--- src/rtl/lsu_pkg.sv ---
// Shared types and constants for the load/store unit.
package lsu_pkg;

    typedef enum logic [1:0] {
        SIZE_BYTE    = 2'b00,
        SIZE_HALF    = 2'b01,
        SIZE_WORD    = 2'b10,
        SIZE_ILLEGAL = 2'b11
    } size_e;

    typedef enum logic [1:0] {
        CAUSE_NONE     = 2'd0,
        CAUSE_MISALIGN = 2'd1,
        CAUSE_TIMEOUT  = 2'd2,
        CAUSE_ILLEGAL  = 2'd3
    } cause_e;

    typedef enum logic [1:0] {
        IDLE   = 2'd0,
        ACCESS = 2'd1,
        RESP   = 2'd2
    } state_e;

    localparam logic RstEnable = 1'b1;
    localparam logic ENABLE    = 1'b1;

endpackage

--- src/rtl/lsu_if.sv ---
// Request/response handshake bundle between a core and the LSU.
interface lsu_if #(
    parameter int AddressSize = 32,
    parameter int WordSize    = 32
);
    logic                   req_valid_i;
    logic                   req_ready_o;
    logic                   req_we_i;
    logic [1:0]             req_size_i;
    logic                   req_unsigned_i;
    logic [AddressSize-1:0] req_addr_i;
    logic [WordSize-1:0]    req_wdata_i;
    logic                   resp_valid_o;
    logic                   resp_ready_i;
    logic [WordSize-1:0]    resp_rdata_o;
    logic                   resp_err_o;
    logic [1:0]             resp_cause_o;

    modport slave (
        input  req_valid_i, req_we_i, req_size_i, req_unsigned_i, req_addr_i, req_wdata_i,
        input  resp_ready_i,
        output req_ready_o, resp_valid_o, resp_rdata_o, resp_err_o, resp_cause_o
    );

    modport master (
        output req_valid_i, req_we_i, req_size_i, req_unsigned_i, req_addr_i, req_wdata_i,
        output resp_ready_i,
        input  req_ready_o, resp_valid_o, resp_rdata_o, resp_err_o, resp_cause_o
    );
endinterface

--- src/rtl/lsu_align.sv ---
// Byte-lane enables, store data replication and load extract/extend.
module lsu_align
    import lsu_pkg::*;
#(
    parameter int WordSize = 32
) (
    input  size_e               size,
    input  logic [1:0]          addr_lo,
    input  logic                is_unsigned,
    input  logic [WordSize-1:0] wdata,
    input  logic [WordSize-1:0] load_data,
    output logic [3:0]          byte_en,
    output logic [WordSize-1:0] store_data,
    output logic [WordSize-1:0] load_value
);
    logic [WordSize-1:0] shifted;

    assign shifted = load_data >> {addr_lo, 3'b000};

    // Lane select, replication and extension all keyed on access size.
    always_comb begin
        byte_en    = 4'b0000;
        store_data = wdata;
        load_value = shifted;
        case (size)
            SIZE_BYTE: begin
                byte_en    = 4'b0001 << addr_lo;
                store_data = WordSize'({4{wdata[7:0]}});
                load_value = {{(WordSize-8){~is_unsigned & shifted[7]}}, shifted[7:0]};
            end
            SIZE_HALF: begin
                byte_en    = 4'b0011 << addr_lo;
                store_data = WordSize'({2{wdata[15:0]}});
                load_value = {{(WordSize-16){~is_unsigned & shifted[15]}}, shifted[15:0]};
            end
            SIZE_WORD: begin
                byte_en = 4'b1111;
            end
            default: begin
                byte_en = 4'b0000;
            end
        endcase
    end
endmodule

--- src/rtl/lsu.sv ---
// Load/store unit: accepts one request, runs a single memory access with
// timeout, then holds the response until the requester takes it.
module lsu
    import lsu_pkg::*;
#(
    parameter int AddressSize   = 32,
    parameter int WordSize      = 32,
    parameter int TimeoutCycles = 16
) (
    input  logic                   clk,
    input  logic                   rst,
    lsu_if.slave                   bus,
    output logic [AddressSize-1:0] data_addr_o,
    output logic [WordSize-1:0]    store_data_o,
    input  logic [WordSize-1:0]    load_data_i,
    output logic                   MemR_en_o,
    output logic                   MemW_en_o,
    output logic [3:0]             byte_enable_o,
    input  logic                   read_valid_i,
    input  logic                   write_ready_i
);
    localparam int TimerWidth = $clog2(TimeoutCycles + 1);

    state_e                 state;
    logic [TimerWidth-1:0]  timer;
    logic                   req_we_q;
    size_e                  req_size_q;
    logic                   req_unsigned_q;
    logic [AddressSize-1:0] req_addr_q;
    logic [WordSize-1:0]    req_wdata_q;

    size_e                  in_size;
    size_e                  sel_size;
    logic                   sel_unsigned;
    logic [AddressSize-1:0] sel_addr;
    logic [WordSize-1:0]    sel_wdata;
    logic                   illegal_size;
    logic                   misaligned;
    logic                   load_done;
    logic                   store_done;
    logic [3:0]             align_be;
    logic [WordSize-1:0]    align_store;
    logic [WordSize-1:0]    align_load;

    assign in_size = size_e'(bus.req_size_i);

    // The aligner sees the incoming request while idle (to set up the access)
    // and the latched request afterwards (to extract load data).
    assign sel_size     = (state == IDLE) ? in_size : req_size_q;
    assign sel_unsigned = (state == IDLE) ? bus.req_unsigned_i : req_unsigned_q;
    assign sel_addr     = (state == IDLE) ? bus.req_addr_i : req_addr_q;
    assign sel_wdata    = (state == IDLE) ? bus.req_wdata_i : req_wdata_q;

    assign illegal_size = (in_size == SIZE_ILLEGAL);
    assign misaligned   = ((in_size == SIZE_HALF) && bus.req_addr_i[0]) ||
                          ((in_size == SIZE_WORD) && (bus.req_addr_i[1:0] != 2'b00));
    assign load_done    = MemR_en_o & read_valid_i;
    assign store_done   = MemW_en_o & write_ready_i;

    assign bus.req_ready_o = (state == IDLE);

    lsu_align #(.WordSize(WordSize)) u_align (
        .size        (sel_size),
        .addr_lo     (sel_addr[1:0]),
        .is_unsigned (sel_unsigned),
        .wdata       (sel_wdata),
        .load_data   (load_data_i),
        .byte_en     (align_be),
        .store_data  (align_store),
        .load_value  (align_load)
    );

    // Request/access/response sequencing with all outputs registered.
    always_ff @(posedge clk) begin
        if (rst == RstEnable) begin
            state            <= IDLE;
            timer            <= '0;
            req_we_q         <= 1'b0;
            req_size_q       <= SIZE_BYTE;
            req_unsigned_q   <= 1'b0;
            req_addr_q       <= '0;
            req_wdata_q      <= '0;
            bus.resp_valid_o <= 1'b0;
            bus.resp_err_o   <= 1'b0;
            bus.resp_cause_o <= CAUSE_NONE;
            bus.resp_rdata_o <= '0;
            MemR_en_o        <= 1'b0;
            MemW_en_o        <= 1'b0;
            byte_enable_o    <= '0;
            data_addr_o      <= '0;
            store_data_o     <= '0;
        end else begin
            case (state)
                IDLE: begin
                    if (bus.req_valid_i) begin
                        req_we_q       <= bus.req_we_i;
                        req_size_q     <= in_size;
                        req_unsigned_q <= bus.req_unsigned_i;
                        req_addr_q     <= bus.req_addr_i;
                        req_wdata_q    <= bus.req_wdata_i;
                        if (illegal_size || misaligned) begin
                            state            <= RESP;
                            bus.resp_valid_o <= ENABLE;
                            bus.resp_err_o   <= 1'b1;
                            bus.resp_cause_o <= illegal_size ? CAUSE_ILLEGAL : CAUSE_MISALIGN;
                            bus.resp_rdata_o <= '0;
                        end else begin
                            state         <= ACCESS;
                            timer         <= TimerWidth'(TimeoutCycles);
                            MemR_en_o     <= ~bus.req_we_i;
                            MemW_en_o     <= bus.req_we_i;
                            data_addr_o   <= {sel_addr[AddressSize-1:2], 2'b00};
                            byte_enable_o <= bus.req_we_i ? align_be : 4'b0000;
                            store_data_o  <= bus.req_we_i ? align_store : '0;
                        end
                    end
                end
                ACCESS: begin
                    if (load_done || store_done || (timer == TimerWidth'(1))) begin
                        state            <= RESP;
                        timer            <= '0;
                        MemR_en_o        <= 1'b0;
                        MemW_en_o        <= 1'b0;
                        byte_enable_o    <= '0;
                        data_addr_o      <= '0;
                        store_data_o     <= '0;
                        bus.resp_valid_o <= ENABLE;
                        if (load_done || store_done) begin
                            bus.resp_err_o   <= 1'b0;
                            bus.resp_cause_o <= CAUSE_NONE;
                            bus.resp_rdata_o <= load_done ? align_load : '0;
                        end else begin
                            bus.resp_err_o   <= 1'b1;
                            bus.resp_cause_o <= CAUSE_TIMEOUT;
                            bus.resp_rdata_o <= '0;
                        end
                    end else begin
                        timer <= timer - TimerWidth'(1);
                    end
                end
                RESP: begin
                    if (bus.resp_ready_i) begin
                        state            <= IDLE;
                        bus.resp_valid_o <= 1'b0;
                        bus.resp_err_o   <= 1'b0;
                        bus.resp_cause_o <= CAUSE_NONE;
                        bus.resp_rdata_o <= '0;
                    end
                end
                default: begin
                    state <= IDLE;
                end
            endcase
        end
    end
endmodule

--- src/flat_wrapper.sv ---
// flat-port wrapper written by rule: the top's interface ports become plain ports
module lsu_flat import lsu_pkg::*;
#(
    parameter int AddressSize   = 32,
    parameter int WordSize      = 32,
    parameter int TimeoutCycles = 16
)
  (clk, rst, data_addr_o, store_data_o, load_data_i, MemR_en_o, MemW_en_o, byte_enable_o, read_valid_i, write_ready_i, bus_req_valid_i, bus_req_we_i, bus_req_size_i, bus_req_unsigned_i, bus_req_addr_i, bus_req_wdata_i, bus_resp_ready_i, bus_req_ready_o, bus_resp_valid_o, bus_resp_rdata_o, bus_resp_err_o, bus_resp_cause_o);
  lsu_if #(.AddressSize(AddressSize), .WordSize(WordSize)) bus_i ();
  input  logic clk;
  input  logic rst;
  output logic [AddressSize-1:0] data_addr_o;
  output logic [WordSize-1:0] store_data_o;
  input  logic [WordSize-1:0] load_data_i;
  output logic MemR_en_o;
  output logic MemW_en_o;
  output logic [3:0] byte_enable_o;
  input  logic read_valid_i;
  input  logic write_ready_i;
  input wire logic [$bits(bus_i.req_valid_i)-1:0] bus_req_valid_i;
  input wire logic [$bits(bus_i.req_we_i)-1:0] bus_req_we_i;
  input wire logic [$bits(bus_i.req_size_i)-1:0] bus_req_size_i;
  input wire logic [$bits(bus_i.req_unsigned_i)-1:0] bus_req_unsigned_i;
  input wire logic [$bits(bus_i.req_addr_i)-1:0] bus_req_addr_i;
  input wire logic [$bits(bus_i.req_wdata_i)-1:0] bus_req_wdata_i;
  input wire logic [$bits(bus_i.resp_ready_i)-1:0] bus_resp_ready_i;
  output wire logic [$bits(bus_i.req_ready_o)-1:0] bus_req_ready_o;
  output wire logic [$bits(bus_i.resp_valid_o)-1:0] bus_resp_valid_o;
  output wire logic [$bits(bus_i.resp_rdata_o)-1:0] bus_resp_rdata_o;
  output wire logic [$bits(bus_i.resp_err_o)-1:0] bus_resp_err_o;
  output wire logic [$bits(bus_i.resp_cause_o)-1:0] bus_resp_cause_o;
  assign bus_i.req_valid_i = bus_req_valid_i;
  assign bus_i.req_we_i = bus_req_we_i;
  assign bus_i.req_size_i = bus_req_size_i;
  assign bus_i.req_unsigned_i = bus_req_unsigned_i;
  assign bus_i.req_addr_i = bus_req_addr_i;
  assign bus_i.req_wdata_i = bus_req_wdata_i;
  assign bus_i.resp_ready_i = bus_resp_ready_i;
  assign bus_req_ready_o = bus_i.req_ready_o;
  assign bus_resp_valid_o = bus_i.resp_valid_o;
  assign bus_resp_rdata_o = bus_i.resp_rdata_o;
  assign bus_resp_err_o = bus_i.resp_err_o;
  assign bus_resp_cause_o = bus_i.resp_cause_o;
  lsu #(.AddressSize(AddressSize), .WordSize(WordSize), .TimeoutCycles(TimeoutCycles)) u_core (.clk(clk), .rst(rst), .bus(bus_i), .data_addr_o(data_addr_o), .store_data_o(store_data_o), .load_data_i(load_data_i), .MemR_en_o(MemR_en_o), .MemW_en_o(MemW_en_o), .byte_enable_o(byte_enable_o), .read_valid_i(read_valid_i), .write_ready_i(write_ready_i));
endmodule
--- config.mk ---
export PLATFORM = sky130hd
export DESIGN_NAME = lsu_flat
export DESIGN_NICKNAME = d
export VERILOG_FILES = /design/src/rtl/lsu_pkg.sv /design/src/rtl/lsu_if.sv /design/src/rtl/lsu_align.sv /design/src/rtl/lsu.sv /design/src/flat_wrapper.sv
export SDC_FILE = /design/constraint.sdc
export NUM_CORES = 1
export LEC_CHECK = 0
export CORE_UTILIZATION = 32
export DETAILED_ROUTE_END_ITERATION = 8
export SKIP_CTS_REPAIR_TIMING = 1
export SYNTH_ARGS = -nofsm -noshare
export SYNTH_HDL_FRONTEND = slang
export SYNTH_SLANG_ARGS = --single-unit
--- constraint.sdc ---
create_clock -name clk -period 2.2 [get_ports clk]
set_input_delay 0.33 -clock clk [delete_from_list [all_inputs] [get_ports clk]]
set_output_delay 0.33 -clock clk [all_outputs]
set_load 0.05 [all_outputs]
==> impl_metrics.toml, run 1 <==
[run_status]
outcome = "completed"

[sta]
fin_ws_ps = 48.4
hold_viol = 0
rsz0062_at_grt = "true"
tightest_slew_ps = 628
post-route-period-util_pct = 97.8
max_freq_mhz = 465
slew_viol_final = 0
clock_skew_ps = 10.4
finalSetupTns_ps = 0
layout_min_cycle_time_ps = 2150
holdWs_ps = 284
slew_headroom_pct = 58.1
final-setup-viol-count = 0

[placement]
dp.cells = 1213
portBuffers = 210
post-place-ws_ps = -152
place.gp.congestion = 0.870
place_area_mm2 = 0.00951
hpwl_um = 14900

[grt]
grt_use_total_pct = 19.6
grt_first_pass_wirelength_um = 33200
grt_max_degree = 48
antenna_found_initial = 1
first_global_vias = 6051
gr-total-overflow = 0

[worst_hold_path]
min_path_cells = 2
hp-class = "in2reg"
hold_start = "rst"
holdPathEnd = "u_core.bus.resp_rdata_o[1]"

[clocking]
cts_tree = "built"
path_clk_slew_ps = 60
clk_path_buf_depth = 2
cts-root-buf = "clkbuf_16"
cts_buffers = 17
clk_latency_ps = 420
cts-htree-levels = 4
clock_sinks = 146

[logic_synthesis]
synth_warnings = 0
synth.avg_cell_area_um2 = 9.21
yosys_register_bits = 146
synthCells = 733
synth.area.top_cells = "dfxtp_1 (43%), mux2i_1 (12%), nand2_1 (5.8%)"
seq_area_frac_synth_pct = 43.3
ys_types = 63
synth-edff-count = 0
synth.cell_area_mm2 = 0.00675
synth.largest_area_cell = "dfxtp_1"
async_reset_ff_share_pct = 0
synth_top_area_share_pct = 43.3
synth-main-ff-cell = "dfxtp_1"

[finish]
design_area_mm2 = 0.0101
area_growth_pct = 50.1
antenna_cells = 0
final_nets = 1075
final_cell_count_no_fill = 1246
drive_above_1_share_pct = 14.5
post-route-util_pct = 49.5

[floorplanning]
die-area_mm2 = 0.0217
die_y_um = 147
start_util_pct = 33.0
num_rows = 52
core-area_mm2 = 0.0205
chipWidth_um = 147
io-pin-count = 213

[worst_setup_path]
r2r_slack_ps = 110
cpLargestDelayFamily = "buffers and inverters"
critPathBufInv = 3
worstPathMaxFanout = 32
critPathRequiredTime_ps = 1870
r2r_start = "u_core.state[1]"
crit_arrival_ps = 1820
critical_path_class = "reg2out"
worstPathCellList = "inv_2 > ha_4 > buf_4 > buf_12"
r2r_end = "u_core.bus.resp_rdata_o[8]"
critPathCaptureType = "output pin"
cp-start-kind = "register"
slowest_delay_ps = 540
crit_path_top_delay_cell = "buf_4"
rr_worst_depth = 8

[detailed_routing]
routed_wl_um = 20800
drtAntennaViolNets = 0
first_pass_iters = 6
via_count = 6228
drt_iter0_markers = 273
wire_per_inst_um = 16.7
via_per_inst = 5.00
drc_errors = 0

[power_and_ir_drop]
vdd_drop_max_mv = 0.564
total_power_mw = 10.2
leakage_nw = 3.97
power_density_mw_per_mm2 = 1010

[job]
max_cap_viol_count = 0
sequential cells by signal (all words and copies together), names as in the netlist:
signal                   count
u_core.byte_enable_o         4
u_core.req_addr_q           32
u_core.bus.resp_rdata_o     32
u_core.req_size_q            2
u_core.bus.resp_cause_o      2
u_core.data_addr_o          30
u_core.state                 2
u_core.bus.resp_err_o        1
u_core.timer                 5
u_core.bus.resp_valid_o      1
u_core.req_unsigned_q        1
u_core.MemW_en_o             1
u_core.MemR_en_o             1
u_core.store_data_o         32
worst max path at each step:
stage,from,to,slack (ps),cells after the start
2_1_floorplan,u_core.state[1],u_core.bus.resp_rdata_o[21],-200,9
3_3_place_gp,bus_req_size_i[0],u_core.bus.resp_rdata_o[19],-120,8
3_5_place_dp,bus_req_addr_i[0],u_core.bus.resp_rdata_o[8],-150,8
4_1_cts,u_core.state[1],bus_req_ready_o,7,4
5_1_grt,u_core.state[1],bus_req_ready_o,-20,4
6_report,u_core.state[1],bus_req_ready_o,50,4
cell usage after synthesis, types with 2 or more instances:
library cell  instances
buf_4                 2
ha_1                  6
o2bb2ai_1            23
or2_2                 2
a222oi_1              7
nand3_1               3
a211oi_1              2
nor2_1               97
and2_1                3
nor3_1                8
o21ai_1               2
nand2_1             104
dfxtp_1             146
mux4_2                6
nand2b_1              3
a22o_1               10
a31oi_1               2
o22ai_1               5
o21ai_0              15
nand3b_1              3
mux2_2               15
inv_1                 9
buf_6                 3
nor2b_1               3
o221ai_1              4
clkbuf_1             29
a21o_1                5
o31ai_1               8
mux2i_1              79
a22oi_1              10
xnor2_1               3
o31ai_2               9
buf_2                21
a21oi_1              57
power breakdown:
group          switching [mW]  internal (mW)
registers               0.161           2.91
clock network            1.16           1.81
logic                    2.36           1.80
total                    3.68           6.52
cells in the final DEF (no fill, tap or decap), types with 6 or more instances in the layout:
cell type,instances
a222oi_1,7
mux4_2,6
a22oi_1,10
nor3_1,8
a21oi_1,56
a22o_1,10
mux2i_1,78
clkbuf_16,17
o31ai_1,7
inv_1,7
buf_12,11
o31ai_2,10
o2bb2ai_1,23
nand2_1,104
buf_4,45
nor2_1,97
clkdlybuf4s50_1,208
o21ai_0,14
dfxtp_1,145
mux2_2,15
routing by layer:
layer | wire length [um] | vias to the layer above | global-route usage (%) | share of wire [%]
met5 | 12 | - | 0 | 0.058
met3 | 1640 | 25 | 6.52 | 7.9
met1 | 9230 | 2930 | 25.2 | 44
met4 | 289 | 2 | 5.98 | 1.4
met2 | 9640 | 210 | 31.1 | 46
li1 | - | 3061 | - | -
logic make-up after synthesis:
group                      Yosys count  share of synthesized area, %
xor gates and xnor gates             4                         0.519
other                                1                        0.0555
and+or+nand+nor                    236                          14.8
buffers and inverters               65                          4.45
muxes                              103                          17.1
DFF                                146                          43.3
AOI/OAI and AO/OA                  172                          18.6
adders and majority gates            6                          1.11
final cells by class:
type | count | area (um^2)
clock buffer | 19 | 443
clock inverter | 13 | 160
fill | 1996 | 10400
inverter | 9 | 33.8
multi-input combinational | 523 | 3590
sequential | 146 | 2920
tap | 270 | 338
timing repair buffer | 266 | 2660
worst register-to-register path, cell delays in order (launching register included):
cell and delay (ps):
dfxtp_2 330, inv_2 80, ha_4 200, mux2i_4 320
mux2i_4 300, o22ai_4 120, buf_12 160, a222oi_1 330
o21ai_0 120
No activity file was read; power rests on OpenSTA's default activity.
==> run 2, diff against run 1 <==
- CELL_PAD_IN_SITES_DETAIL_PLACEMENT: default -> 0
- CELL_PAD_IN_SITES_GLOBAL_PLACEMENT: default -> 2
- CORE_UTILIZATION: 32 -> 25
- PLACE_DENSITY_LB_ADDON: default -> 0.1
==> impl_metrics.toml, run 2 (synthesized netlist as in run 1, its figures left out) <==
[finish]
drive_above_1_share_pct = 15.2
area_growth_pct = 51.3
post-route-util_pct = 38.9
layout_commonest_cell = "clkdlybuf4s50_1"
final_cell_count_no_fill = 1315
most-common-layout-cells = "clkdlybuf4s50_1 (208), dfxtp_1 (145), nand2_1 (104)"
antenna_cells = 0
final_nets = 1079
largestRegisters = "u_core.bus.resp_rdata_o: 32 flops, u_core.req_addr_q: 32 flops, u_core.store_data_o: 32 flops"

[floorplanning]
io-pin-count = 213
core-area_mm2 = 0.0263
die_y_um = 166
start_util_pct = 25.7
die-area_mm2 = 0.0277
num_rows = 59
chipWidth_um = 166

[power_and_ir_drop]
clockPowerShare_pct = 27.8
combPwrFrac_pct = 42.1
power_density_mw_per_mm2 = 1000
vdd_drop_max_mv = 0.433
swShare_pct = 38.8
leakage_nw = 3.96
netSwitchingPower_mw = 3.97
seqPwrFrac_pct = 30.1
p_int_mw = 6.27

[worst_setup_path]
critPathBufInv = 3
cp-start-kind = "register"
worstPathCellList = "inv_4 > ha_4 > buf_4 > buf_12"
crit_arrival_ps = 1820
r2r_slack_ps = 120
critical_path_class = "reg2out"
worstPathMaxFanout = 32
critPathRequiredTime_ps = 1870
crit_path_top_delay_cell = "buf_4"
critPathCaptureType = "output pin"
cpLargestDelayFamily = "buffers and inverters"
slowest_delay_ps = 540

[clocking]
cts-root-buf = "clkbuf_16"
clock_sinks = 146
path_clk_slew_ps = 80
clk_path_buf_depth = 2
clk_latency_ps = 430
cts-htree-levels = 4
cts_tree = "built"
cts_buffers = 17

[sta]
slew_viol_final = 0
finalSetupTns_ps = 0
tightest_slew_ps = 626
slew_headroom_pct = 58.3
hold_viol = 0
max_freq_mhz = 466
post-route-period-util_pct = 97.6
holdWs_ps = 243
rsz0062_at_grt = "true"
final-setup-viol-count = 0
clock_skew_ps = 19.5
layout_min_cycle_time_ps = 2150

[grt]
grt_use_total_pct = 16.4
antenna_found_initial = 1
gr-total-overflow = 0
first_global_vias = 6440
grt_max_degree = 71
grt_first_pass_wirelength_um = 35600

[run_status]
outcome = "finished with violations"
violations = "design-rule violations"

[placement]
hpwl_um = 15900
dp.cells = 1278
place.gp.congestion = 0.767
portBuffers = 210

[detailed_routing]
drtAntennaViolNets = 0
wire_per_inst_um = 17.4
via_per_inst = 4.78
via_count = 6284
drc_errors = 11
routed_wl_um = 22900
drt_iter0_markers = 280
first_pass_iters = 7

[job]
max_cap_viol_count = 0

[worst_hold_path]
hp-class = "in2reg"
[run 2: changes by cell type in the layout (fill, tap and decap cells not counted), sizes merged]
cell / change
inv: +6
buf: +4
bufinv: -3
clkbuf: -2
clkinv: -2
clkinvlp: +1
[run 2: power groups by stage]
stage	sequential [mW]	combinational (mW)	clock, mW
global route	3.11	4.65	3.06
finish	3.08	4.31	2.85
CTS	3.08	4.31	2.95
detailed placement	3.13	4.29	0
floorplan	3.61	2.23	0
global placement	3.12	4.24	0
[run 2: per-layer routing]
layer / track usage [%] / part of all wire, % / up-vias
met1: 19.9 / 45 / 3013
met3: 5.41 / 7.0 / 26
met5: 0 / 0.048 / -
met4: 5.03 / 1.7 / 2
met2: 27.3 / 47 / 170
li1: - / - / 3073
[run 2: metrics by stage]
stage / worst slack (ps) / instance area [um^2] / power (mW)
3_3_place_gp: -216 / 9600 / 7.36
2_1_floorplan: -203 / 6780 / 5.84
5_1_grt: -27.5 / 10200 / 10.8
3_5_place_dp: -192 / 9600 / 7.43
6_report: 52.5 / 10200 / 10.2
4_1_cts: -80.3 / 10200 / 10.3
[run 2: worst paths after layout]
kind                          from                         end  cells past startpoint
max                u_core.state[1]             bus_req_ready_o                      4
min                            rst  u_core.bus.resp_rdata_o[1]                      2
max reg2reg        u_core.state[1]  u_core.bus.resp_rdata_o[8]                      8
min reg2reg  u_core.req_addr_q[28]       u_core.req_addr_q[28]                      2
[run 2: worst reg2reg max path: stages, from the launching register on]
cell and delay (ps):
dfxtp_2 350, inv_4 80, ha_4 200, mux2i_4 300, buf_12 170, buf_4 120, mux2_2 320, a222oi_1 300
o21ai_0 120
[run 2: layout make-up]
class / instances / area [um^2]
clock buffers: 17 / 425
clock inverters: 15 / 144
fillers: 2639 / 16100
inverters: 9 / 36.3
multi-input cells: 523 / 3590
flip-flops and latches: 146 / 2920
well taps: 335 / 419
repair buffers: 270 / 2690
==> run 3, diff against run 2 <==
- CTS_CLUSTER_SIZE: default -> 20
==> results of run 3 <==
The final DEF is identical to that of run 2; final timing and power are the same.
==> patch 1, RTL diff (flow settings as in run 3) <==
The 3 states of `state_e` get a one-hot encoding in 3 bits.
--- a/src/rtl/lsu_pkg.sv
+++ b/src/rtl/lsu_pkg.sv
@@ -15,10 +15,10 @@
         CAUSE_ILLEGAL  = 2'd3
     } cause_e;
 
-    typedef enum logic [1:0] {
-        IDLE   = 2'd0,
-        ACCESS = 2'd1,
-        RESP   = 2'd2
+    typedef enum logic [2:0] {
+        IDLE   = 3'b001,
+        ACCESS = 3'b010,
+        RESP   = 3'b100
     } state_e;
 
     localparam logic RstEnable = 1'b1;
Check against the original RTL: same outputs for any inputs over 4 cycles, from zero or initial values and one cycle with rst high; so few cycles prove little.
==> patch 1 against run 3 <==
  * Area after synthesis decreased by 5.9%
  * Synthesized cell count shrank 11%
  * Sequential cell count grew 1
  * Total power grew 17%
  * Utilization is 1.1 points higher
  * Worst setup slack gained 0.029 ns
  * Combinational power rose by 29%
  * Wire length shrank 3.5%
  * Cell area down 3.8%
  * Critical endpoint is now u_core.bus.resp_rdata_o[12]$_SDFFE_PP0P_
  * Largest cell class unchanged
  * Largest power group unchanged
==> patch 1: results (changes against run 3) <==
- Status: finished clean (was finished, violations left)
- Clock buffer count: 19 (was 17)
- Adder-Cell Fraction of Synth Area: 0.394% (was 1.11%)
- Top post-synthesis cells by count: 147 x dfxtp_1, 104 x nand2_1, 62 x mux2i_1, 57 x o2bb2ai_1, 50 x a21oi_1 (was 146 x dfxtp_1, 104 x nand2_1, 97 x nor2_1, 79 x mux2i_1, 57 x a21oi_1)
- Ant diodes: 3 (was 0)
- Fill cells: 2428 (was 2639)
- Layout net count: 1000 (was 1079)
- Hold Slack: 0.354 ns (was 0.243 ns)
- Total placed instance area: 9130 um2 (was 9600 um2)
- Share of cells above drive strength 1: 13.8% (was 15.2%)
- WHS Endpoint: u_core.bus.resp_rdata_o[15]$_SDFFE_PP0P_ (was u_core.bus.resp_rdata_o[1]$_SDFFE_PP0P_)
- Multi-input logic portion of the cell area: 32.2% (was 35.1%)
- Vias post-DR: 5819 (was 6284)
- Worst VDD drop: 0.000609 V (was 0.000433 V)
- DRT Pass-1 Iters: 5 (was 7)
- #MultiIn Comb: 453 (was 523)
- Leakage: 3.70 nW (was 3.96 nW)
- GRT Overall Usage: 17.0% (was 16.4%)
- Min cycle time layout: 2.12 ns (was 2.15 ns)
- Crit path to: u_core.bus.resp_rdata_o[12]$_SDFFE_PP0P_ (was bus_req_ready_o)
- Crit Path Max Fanout: 17 (was 32)
- Sequential fraction of the synthesis area: 46.3% (was 43.3%)
- ClkCell Share: 6.51% (was 5.57%)
- Compound-Gate Fraction of Synth Area: 22.9% (was 18.6%)
- Crit-path slowest cell: or3b_4 (was buf_4)
==> patch 1: cell types whose count changed in the layout (fill, tap and decap cells not counted), moves of 8 or more <==
cell	before	now
mux2i_1	78	62
nor2_1	97	34
o31ai_2	9	1
o22a_1	0	8
o2bb2ai_1	23	57
o211ai_1	0	16
a22oi_1	9	1
a221o_1	0	8
o21ai_0	13	5
==> patch 1: worst register-to-register path: stages (launching register included) <==
cell,delay [ns]
dfxtp_1,0.36
or3b_4,0.42
clkinv_4,0.11
mux2i_4,0.25
buf_12,0.19
buf_4,0.15
mux2i_1,0.22
o211ai_1,0.11
a22o_1,0.20
==> patch 1: where the power goes <==
| part | internal (mW) | switching [mW] |
|---|---|---|
| registers | 3.03 | 0.244 |
| logic | 2.38 | 3.16 |
| clock network | 1.95 | 1.21 |
==> patch 1: per-layer routing <==
layer / up-vias / GRT usage, % / part of all wire [%]
li1: 2867 / - / -
met1: 2742 / 22.3 / 47
met2: 176 / 26.8 / 45
met3: 32 / 4.13 / 5.8
met4: 2 / 6.56 / 2.5
met5: - / 0 / 0.036
==> patch 1: cells by family (layout without fill, tap and decap cells) <==
| logic type | after synthesis | count (layout) |
|---|---|---|
| compound gates | 190 | 190 |
| xor+xnor | 5 | 5 |
| fa+ha+maj | 2 | 2 |
| buf+inv | 52 | 305 |
| flops | 147 | 147 |
| mux | 77 | 77 |
| other cells | 1 | 5 |
| simple gates | 177 | 177 |
==> patch 1: per-stage QoR <==
step                      util (%)  std cells
final                         39.9       1232
after floorplan                  -        652
after CTS                     39.7       1225
after global placement        37.1       1193
after detailed placement      37.1       1193
after global routing          39.9       1231
==> patch 2, RTL diff (settings of run 3) <==
Without the edit above. `WordSize` is set to 32 in 4 places; all go to 64.
--- a/src/rtl/lsu_if.sv
+++ b/src/rtl/lsu_if.sv
@@ -1,7 +1,7 @@
 // Request/response handshake bundle between a core and the LSU.
 interface lsu_if #(
     parameter int AddressSize = 32,
-    parameter int WordSize    = 32
+    parameter int WordSize    = 64
 );
     logic                   req_valid_i;
     logic                   req_ready_o;
--- a/src/rtl/lsu_align.sv
+++ b/src/rtl/lsu_align.sv
@@ -2,7 +2,7 @@
 module lsu_align
     import lsu_pkg::*;
 #(
-    parameter int WordSize = 32
+    parameter int WordSize = 64
 ) (
     input  size_e               size,
     input  logic [1:0]          addr_lo,
--- a/src/rtl/lsu.sv
+++ b/src/rtl/lsu.sv
@@ -4,7 +4,7 @@
     import lsu_pkg::*;
 #(
     parameter int AddressSize   = 32,
-    parameter int WordSize      = 32,
+    parameter int WordSize      = 64,
     parameter int TimeoutCycles = 16
 ) (
     input  logic                   clk,
--- a/src/flat_wrapper.sv
+++ b/src/flat_wrapper.sv
@@ -2,7 +2,7 @@
 module lsu_flat import lsu_pkg::*;
 #(
     parameter int AddressSize   = 32,
-    parameter int WordSize      = 32,
+    parameter int WordSize      = 64,
     parameter int TimeoutCycles = 16
 )
   (clk, rst, data_addr_o, store_data_o, load_data_i, MemR_en_o, MemW_en_o, byte_enable_o, read_valid_i, write_ready_i, bus_req_valid_i, bus_req_we_i, bus_req_size_i, bus_req_unsigned_i, bus_req_addr_i, bus_req_wdata_i, bus_resp_ready_i, bus_req_ready_o, bus_resp_valid_o, bus_resp_rdata_o, bus_resp_err_o, bus_resp_cause_o);
Ports: changed (resized bus_req_wdata_i, bus_resp_rdata_o, load_data_i and store_data_o); port bits go from 213 to 341. No check against the original RTL was run, so the function may have changed too.
==> patch 2 against run 3 <==
  * Total power rose by 24%
  * Die area rose by 20%
  * Worst setup slack got worse by 0.041 ns
  * Final cell count rose by 22%
  * Wire length rose by 48%
  * Area after synthesis rose by 20%
  * Cell area rose by 35%
  * Sequential cell count rose by 34
  * Largest cell class is now buffers
==> patch 2: results (changes against run 3) <==
- Status: finished clean (was finished, violations left)
- Buffering overhead: 34.9% (was 26.3%)
- Ant diodes: 2 (was 0)
- CP Data Arrival Time: 2.52 ns (was 1.82 ns)
- Clock skew: 0.00684 ns (was 0.0195 ns)
- Fill cells: 3038 (was 2639)
- Cell types occupying the most area after synthesis: dfxtp_1 45%, a22o_1 9.4%, mux4_2 7.8%, mux2i_1 5.7%, nand2_1 4.2% (was dfxtp_1 43%, mux2i_1 12%, nand2_1 5.8%, nor2_1 5.4%, a21oi_1 4.2%)
- Share of cells above drive strength 1: 21.0% (was 15.2%)
- DP Worst Slack: -0.339 ns (was -0.192 ns)
- P per Cell Area: 918 nW/um2 (was 1000 nW/um2)
- Buffers, non-clock: 469 (was 270)
- Total placed instance area: 12700 um2 (was 9600 um2)
- Met1 Use GR: 23.9% (was 19.9%)
- Clock group: 3.13 mW (was 2.85 mW)
- Switch share: 36.8% (was 38.8%)
- Grt met3 use: 6.58% (was 5.41%)
- Cell family with most CP delay: compound AO/OA/AOI/OAI gates (was buffers and inverters)
- Adder-Cell Fraction of Synth Area: 0.928% (was 1.11%)
- Multi-input logic portion of the cell area: 31.0% (was 35.1%)
- GRT met2 Usage: 32.6% (was 27.3%)
- Largest stage delay, worst path: 0.37 ns (was 0.54 ns)
- Vias post-DR: 7799 (was 6284)
- Top post-synthesis cells by count: 180 x dfxtp_1, 91 x nand2_1, 87 x a22o_1, 46 x mux2i_1, 35 x o21ai_0 (was 146 x dfxtp_1, 104 x nand2_1, 97 x nor2_1, 79 x mux2i_1, 57 x a21oi_1)
- Met3 wire length: 2560 um (was 1590 um)
- Psw: 4.67 mW (was 3.97 mW)
- Routed Wire Length: 33800 um (was 22900 um)
- Placed Instances: 1547 (was 1278)
- GRT Overall Usage: 19.6% (was 16.4%)
- Post-synthesis mux area share: 14.7% (was 17.1%)
- Sequential share of cell area: 26.1% (was 28.6%)
- Placer Congestion: 0.795 (was 0.767)
- Met2 WL: 16600 um (was 10700 um)
- Met1 wire length: 14100 um (was 10200 um)
- Top layer in use: met4 (was met5)
- Compound-Gate Fraction of Synth Area: 24.9% (was 18.6%)
- Largest net degree at the start of global routing: 57 (was 71)
- Largest registers: u_core.bus.resp_rdata_o (64), u_core.store_data_o (64), u_core.data_addr_o (30) (was u_core.bus.resp_rdata_o (32), u_core.req_addr_q (32), u_core.store_data_o (32))
- Clock sinks: 180 (was 146)
- Initial antenna violation count: 2 (was 1)
- Avg WL per Cell: 21.0 um (was 17.4 um)
- Worst hold path type: reg -> reg (was in -> reg)
- Core Box Area: 31700 um2 (was 26300 um2)
- Worst VDD drop: 0.000531 V (was 0.000433 V)
- Final HPWL DP: 24500 um (was 15900 um)
- Invs w/o clock: 6 (was 9)
- I/O Buffers: 338 (was 210)
==> patch 2: changes by cell type in the layout (fill, tap and decap cells not counted), moves of 33 or more <==
cell and delta:
a21oi_1 -39, a22o_1 +77, buf_4 +44, clkdlybuf4s50_1 +128, dfxtp_1 +33, mux2i_1 -38, nor2_1 -71, o21ai_1 +43
==> patch 2: final timing paths <==
path / start / end / slack (ns) / depth (start not counted)
worst max-delay path: u_core.state[0]$_SDFFE_PP0P_ / u_core.bus.resp_rdata_o[60]$_SDFFE_PP0P_ / 0.01 / 11
worst min-delay path: u_core.bus.resp_rdata_o[36]$_SDFFE_PP0P_ / u_core.bus.resp_rdata_o[36]$_SDFFE_PP0P_ / 0.45 / 2
worst max register to register: u_core.state[0]$_SDFFE_PP0P_ / u_core.bus.resp_rdata_o[60]$_SDFFE_PP0P_ / 0.01 / 11
worst min register to register: u_core.bus.resp_rdata_o[36]$_SDFFE_PP0P_ / u_core.bus.resp_rdata_o[36]$_SDFFE_PP0P_ / 0.45 / 2
